<file path="config.mk">
export PLATFORM = sky130hd
export DESIGN_NAME = turn_on_sequencer
export DESIGN_NICKNAME = d
export VERILOG_FILES = /design/src/rtl/turn_on_pkg.sv /design/src/rtl/rev_counter.sv /design/src/rtl/turn_on_sequencer.sv
export SDC_FILE = /design/constraint.sdc
export NUM_CORES = 1
export LEC_CHECK = 0
export CORE_UTILIZATION = 35
export CTS_CLUSTER_DIAMETER = 120
export DETAILED_ROUTE_END_ITERATION = 10
export PLACE_DENSITY_LB_ADDON = 0.15
export SLEW_MARGIN = 20
export SYNTH_ARGS = -nofsm -noshare
export SYNTH_HDL_FRONTEND = slang
export SYNTH_SLANG_ARGS = --single-unit
export TNS_END_PERCENT = 10
</file>
<file path="constraint.sdc">
create_clock -name CLOCK -period 2.15 [get_ports CLOCK]
set_input_delay 0.3225 -clock CLOCK [delete_from_list [all_inputs] [get_ports CLOCK]]
set_output_delay 0.3225 -clock CLOCK [all_outputs]
set_load 0.01 [all_outputs]
</file>
<file path="src/rtl/turn_on_pkg.sv">
// Shared types for the G-15 turn-on sequencer: state encoding, panel decode
// constants and the phase-selection helper.
package turn_on_pkg;

    typedef enum logic [2:0] {
        TON_IDLE   = 3'd0,
        TON_WARMUP = 3'd1,
        TON_SYNC   = 3'd2,
        TON_CLEAR  = 3'd3,
        TON_NT     = 3'd4,
        TON_ATS    = 3'd5,
        TON_RUN    = 3'd6,
        TON_FAULT  = 3'd7
    } ton_state_t;

    // Raw SEQ_STATE codes for the maintenance-panel display decoder
    localparam logic [2:0] SEQ_STATE_IDLE   = 3'd0;
    localparam logic [2:0] SEQ_STATE_WARMUP = 3'd1;
    localparam logic [2:0] SEQ_STATE_SYNC   = 3'd2;
    localparam logic [2:0] SEQ_STATE_CLEAR  = 3'd3;
    localparam logic [2:0] SEQ_STATE_NT     = 3'd4;
    localparam logic [2:0] SEQ_STATE_ATS    = 3'd5;
    localparam logic [2:0] SEQ_STATE_RUN    = 3'd6;
    localparam logic [2:0] SEQ_STATE_FAULT  = 3'd7;

    typedef struct packed {
        logic no_clear;
        logic no_nt;
        logic auto_load;
    } ton_sel_t;

    function automatic int max3(input int a, input int b, input int c);
        int m;
        m = (a > b) ? a : b;
        return (m > c) ? m : c;
    endfunction

    // First enabled phase following 'from' (SYNC, CLEAR or NT), in CLEAR/NT/ATS order
    function automatic ton_state_t next_phase(input ton_state_t from, input ton_sel_t sel);
        ton_state_t nxt;
        nxt = TON_RUN;
        if (from == TON_SYNC && !sel.no_clear) begin
            nxt = TON_CLEAR;
        end else if ((from == TON_SYNC || from == TON_CLEAR) && !sel.no_nt) begin
            nxt = TON_NT;
        end else if (sel.auto_load) begin
            nxt = TON_ATS;
        end
        return nxt;
    endfunction

endpackage

</file>
<file path="src/rtl/rev_counter.sv">
// Loadable drum-revolution counter with terminal-count compare, shared by the
// CLEAR, NT and ATS phases.
module rev_counter #(
    parameter int W = 2
) (
    input  logic         clk,
    input  logic         srst,
    input  logic         load_i,
    input  logic         inc_i,
    input  logic [W-1:0] last_i,
    output logic         tc_o
);

    logic [W-1:0] cnt_q;
    logic [W-1:0] cnt_d;

    always_comb begin
        cnt_d = cnt_q;
        if (load_i) begin
            cnt_d = '0;
        end else if (inc_i) begin
            cnt_d = cnt_q + 1'b1;
        end
    end

    always_ff @(posedge clk) begin
        if (srst) begin
            cnt_q <= '0;
        end else begin
            cnt_q <= cnt_d;
        end
    end

    assign tc_o = (cnt_q == last_i);

endmodule

</file>
<file path="src/rtl/turn_on_sequencer.sv">
// G-15 turn-on sequencer: warm-up timing, drum alignment, optional clear / NT /
// ATS phases, then operate. Outputs are decoded from the state register.
module turn_on_sequencer
    import turn_on_pkg::*;
#(
    parameter int WARMUP_CYCLES    = 1000,
    parameter int CLR_REVS         = 2,
    parameter int NT_REVS          = 1,
    parameter int ATS_TIMEOUT_REVS = 64
) (
    input  logic       CLOCK,
    input  logic       rst,
    input  logic       PWR_ON_KEY,
    input  logic       PWR_OFF_KEY,
    input  logic       SEL_NO_CLEAR,
    input  logic       SEL_NO_NT,
    input  logic       SEL_AUTO_LOAD,
    input  logic       DRUM_REV,
    input  logic       TAPE_DONE,
    output logic       PWR_CLEAR,
    output logic       PWR_NO_CLEAR,
    output logic       PWR_NT,
    output logic       PWR_ATS,
    output logic       PWR_OP,
    output logic       PWR_NO_OP,
    output logic       SEQ_READY,
    output logic       SEQ_FAULT,
    output logic [2:0] SEQ_STATE
);

    localparam int WW = $clog2(WARMUP_CYCLES + 1);
    localparam int RW = $clog2(max3(CLR_REVS, NT_REVS, ATS_TIMEOUT_REVS) + 1);
    localparam logic [WW-1:0] WARM_LAST = WW'(WARMUP_CYCLES - 1);
    localparam logic [RW-1:0] CLR_LAST  = RW'(CLR_REVS - 1);
    localparam logic [RW-1:0] NT_LAST   = RW'(NT_REVS - 1);
    localparam logic [RW-1:0] ATS_LAST  = RW'(ATS_TIMEOUT_REVS - 1);

    ton_state_t    state_q;
    ton_state_t    state_d;
    ton_sel_t      sel_q;
    ton_sel_t      sel_d;
    ton_sel_t      sel_in;
    logic          key_q;
    logic          key_rise;
    logic [WW-1:0] warm_q;
    logic [WW-1:0] warm_d;
    logic          rev_load;
    logic          rev_inc;
    logic          rev_tc;
    logic          rev_hit;
    logic [RW-1:0] rev_last;

    assign sel_in   = {SEL_NO_CLEAR, SEL_NO_NT, SEL_AUTO_LOAD};
    assign key_rise = PWR_ON_KEY & ~key_q;
    assign rev_hit  = DRUM_REV & rev_tc;

    always_comb begin
        state_d = state_q;
        sel_d   = sel_q;
        case (state_q)
            TON_IDLE:   if (key_rise) state_d = TON_WARMUP;
            TON_WARMUP: if (warm_q == WARM_LAST) state_d = TON_SYNC;
            TON_SYNC: begin
                if (DRUM_REV) begin
                    sel_d   = sel_in;
                    state_d = next_phase(TON_SYNC, sel_in);
                end
            end
            TON_CLEAR:  if (rev_hit) state_d = next_phase(TON_CLEAR, sel_q);
            TON_NT:     if (rev_hit) state_d = next_phase(TON_NT, sel_q);
            TON_ATS: begin
                // A load finishing on the timeout revolution still counts as success
                if (TAPE_DONE) begin
                    state_d = TON_RUN;
                end else if (rev_hit) begin
                    state_d = TON_FAULT;
                end
            end
            TON_RUN:    state_d = TON_RUN;
            TON_FAULT:  if (key_rise) state_d = TON_WARMUP;
            default:    state_d = TON_IDLE;
        endcase
        if (PWR_OFF_KEY) begin
            state_d = TON_IDLE;
        end
    end

    always_comb begin
        warm_d = warm_q;
        if (state_d == TON_WARMUP && state_q != TON_WARMUP) begin
            warm_d = '0;
        end else if (state_q == TON_WARMUP) begin
            warm_d = warm_q + 1'b1;
        end
    end

    always_comb begin
        rev_last = '0;
        case (state_q)
            TON_CLEAR: rev_last = CLR_LAST;
            TON_NT:    rev_last = NT_LAST;
            TON_ATS:   rev_last = ATS_LAST;
            default:   rev_last = '0;
        endcase
    end

    // Reload on every state change so the entry revolution is never counted
    assign rev_load = (state_d != state_q);
    assign rev_inc  = DRUM_REV & (state_q == TON_CLEAR || state_q == TON_NT || state_q == TON_ATS);

    rev_counter #(.W(RW)) u_rev_counter (
        .clk    (CLOCK),
        .srst   (rst),
        .load_i (rev_load),
        .inc_i  (rev_inc),
        .last_i (rev_last),
        .tc_o   (rev_tc)
    );

    // key_q resets high so a key held through reset cannot start a sequence
    always_ff @(posedge CLOCK) begin
        if (rst) begin
            state_q <= TON_IDLE;
            sel_q   <= '0;
            key_q   <= 1'b1;
            warm_q  <= '0;
        end else begin
            state_q <= state_d;
            sel_q   <= sel_d;
            key_q   <= PWR_ON_KEY;
            warm_q  <= warm_d;
        end
    end

    assign PWR_CLEAR    = (state_q == TON_CLEAR);
    assign PWR_NO_CLEAR = ~PWR_CLEAR;
    assign PWR_NT       = (state_q == TON_NT);
    assign PWR_ATS      = (state_q == TON_ATS);
    assign PWR_OP       = (state_q == TON_ATS) || (state_q == TON_RUN);
    assign PWR_NO_OP    = ~PWR_OP;
    assign SEQ_READY    = (state_q == TON_RUN);
    assign SEQ_FAULT    = (state_q == TON_FAULT);
    assign SEQ_STATE    = state_q;

endmodule

</file>
==> qor.yml <==
holdBufCountCts: 0
r2r_slack_ps: -280
cp_top_family: "simple AND/OR/NAND/NOR gates"
syn-cell-area_mm2: 0.00150
clock_latency_ps: 260
first_pass_iters: 4
finalCritPeriodShare_pct: 113
grt_pass1_vias: 1565
dp_hpwl_um: 3470
drc: 0
arrival_ps: 2580
clkTransAtPathRegs_ps: 80
hold_path_end: "warm_q[9]$_SDFFE_PP0N_"
drive_above_1_share_pct: 32.6
route.met2.wl_um: 2190
yosysSeqAreaShare_pct: 30.7
grt_max_degree: 16
clock-root-buffer: "clkbuf_8"
r2r-end: "warm_q[0]$_SDFFE_PP0N_"
cp.required_ps: 2300
slew_headroom_pct: 62.1
cellLeakagePower_nw: 0.915
numCtsBuffers: 3
io_buffer_count: 19
final_common_cell: "buf_4"
worstSetupEndpointType: "flop"
placed_area_mm2: 0.00202
ys_ff_latch: 23
placementRows: 23
p_total_w: 0.000804
die_width_um: 67.5
final_cell_mix: "buf_4, dfxtp_1, clkdlybuf4s50_1"
synth-async-reset-ratio_pct: 0
path_class: "reg2reg"
clkSinkCount: 23
fill_cells: 358
placed_cells: 278
worst_path_largest_cell_delay_ps: 550
hold_path_depth: 2
gp_congestion: 0.917
critPathLaunchType: "flop"
whs_ps: 567
synth_edf_count: 0
hold_class: "reg2reg"
antenna_found_initial: 0
fin_nets: 245
irDropWorstVdd_mv: 0.300
grt_pass1_wl_um: 7160
clock_path_buffers: 2
drv_slew: 0
wl_per_cell_um: 15.6
grt_overflow: 0
fin_util_pct: 53.9
fin_ws_ps: -276
highest_layer: "met4"
syn_to_final_growth_pct: 45.7
tightestPinTransition_ps: 566
synth.net_count: 187
yosys_warnings: 0
cts_tree: "done"
status: "finished with violations"
fp.dieArea_mm2: 0.00456
track_usage_pct: 21.2
holdCritStartpoint: "warm_q[9]$_SDFFE_PP0N_"
syn-instance-count: 176
path_cells: "or4_4, or4_4, a221oi_4, buf_4, nand3_4, buf_4, o311a_1"
start_util_pct: 37.0
avgSynthCellArea_um2: 8.53
postRouteAntennaNets: 0
vias_per_cell: 5.52
fin_area_mm2: 0.00219
final-setup-viol-count: 18
num_vias: 1562
layout.cells.non_filler: 283
worstPathMaxFanout: 3
wl_met1_um: 1900
slowest_stage: "or4_4"
ios: 20
drt_iter0_drc: 56
hold_viol: 0
period_minus_slack_ps: 2430
coreArea_mm2: 0.00406
totalWireLength_um: 4410
synth_ff_type: "dfxtp_1"
rsz0062_at_grt: "true"
die_h_um: 67.5
r2r-start: "u_rev_counter.cnt_q[4]$_SDFFE_PP0P_"
violations: "setup timing"
pwr_density_cell_mw_per_mm2: 368
insertedDiodeCount: 0
synth.distinct_cells: 51
max_freq_mhz: 412
cts_max_level: 1
maxCapViolations: 0
fin_skew_ps: 1.96
ff2ff_path_depth: 7
critical_path_buf_inv_count: 2
wl_met3_um: 187
==> final cells by class <==
cell class / count / area, um^2 / share of cell area, %
clock buffers: 3 / 41.3 / 1.89
clock inverters: 1 / 5.00 / 0.229
inverters: 10 / 37.5 / 1.72
multi-input cells: 135 / 1070 / 48.8
flip-flops and latches: 23 / 464 / 21.2
well taps: 50 / 62.6 / 2.86
repair buffers: 61 / 509 / 23.3
==> synth_stat cells, types with 2 or more instances <==
library cell	number	share of area [%]
dfxtp_1	23	31
nor3_1	11	3.7
inv_1	10	2.5
xnor2_1	9	5.3
nor2_1	8	2.0
nand4_1	7	2.9
xor2_1	7	4.1
nand2_1	6	1.5
nand3_1	6	2.0
nor4b_1	6	3.5
a21oi_1	5	1.7
o21ai_0	5	1.7
and4_1	4	2.3
clkbuf_1	4	1.0
mux2i_1	4	2.7
nor2b_1	4	1.7
or2_2	4	1.7
a31oi_1	3	1.3
and3_1	3	1.3
buf_4	3	1.5
nand3b_1	3	1.5
nor4_1	3	1.3
a211oi_1	2	1.0
a21boi_0	2	1.0
a21o_1	2	1.0
and3_2	2	1.0
ha_1	2	1.7
nand2b_1	2	0.83
o2111ai_1	2	1.2
o221ai_1	2	1.2
or3_1	2	0.83
==> cell families (layout without fill, tap and decap cells) <==
kind of cell / count (synthesis) / after routing / synth area share (%)
AOI/OAI and AO/OA: 30 / 30 / 14.3
xor gates and xnor gates: 16 / 16 / 9.33
adders and majority gates: 2 / 2 / 1.67
buffers and inverters: 18 / 75 / 5.50
DFF: 23 / 23 / 30.7
muxes: 6 / 6 / 4.33
and+or+nand+nor: 81 / 81 / 34.2
==> layer usage <==
layer,vias up,track usage [%]
li1,768,-
met1,732,24.6
met2,50,37.3
met3,12,3.21
met4,0,10.9
met5,-,0
==> what timing repair did <==
item | CTS | global route
pin swaps | 2 | 0
setup endpoints to repair | 20 | 19
gates resized for setup | 16 | 8
buffers inserted | 0 | 1
==> worst min-delay path: stages, from the launching register on <==
cell	delay (ps)
dfxtp_1	350
xnor2_1	130
nor3_1	40
==> registers in the layout (all words and copies together), names as in the netlist <==
| signal | cells |
|---|---|
| key_q | 1 |
| u_rev_counter.cnt_q | 7 |
| warm_q | 10 |
| SEQ_STATE | 3 |
| sel_q | 2 |
==> stage by stage <==
step | TNS (ps) | setup slack (ps)
final | -4230 | -276
after global routing | -5370 | -342
after CTS | -4000 | -264
after detailed placement | -7660 | -507
after global placement | -7050 | -411
after floorplan | -818 | -58.1
==> worst max path at each step <==
stage	from	endpoint	slack (ps)	cells after the start
2_1_floorplan	u_rev_counter.cnt_q[4]$_SDFFE_PP0P_	u_rev_counter.cnt_q[2]$_SDFFE_PP0P_	-60	6
3_3_place_gp	DRUM_REV	warm_q[2]$_SDFFE_PP0N_	-410	9
3_5_place_dp	DRUM_REV	u_rev_counter.cnt_q[4]$_SDFFE_PP0P_	-510	8
4_1_cts	u_rev_counter.cnt_q[4]$_SDFFE_PP0P_	warm_q[0]$_SDFFE_PP0N_	-260	7
5_1_grt	u_rev_counter.cnt_q[4]$_SDFFE_PP0P_	warm_q[3]$_SDFFE_PP0N_	-340	8
6_report	u_rev_counter.cnt_q[4]$_SDFFE_PP0P_	warm_q[0]$_SDFFE_PP0N_	-280	7
==> power breakdown <==
group	switching (W)	leakage [nW]	internal, W
Clock	0.000132	0.0255	0.000129
Sequential	0.00000265	0.187	0.000428
Combinational	0.0000541	0.702	0.0000580
Total	0.000189	0.915	0.000616
Note: power is estimated with default switching activity, not from simulation.
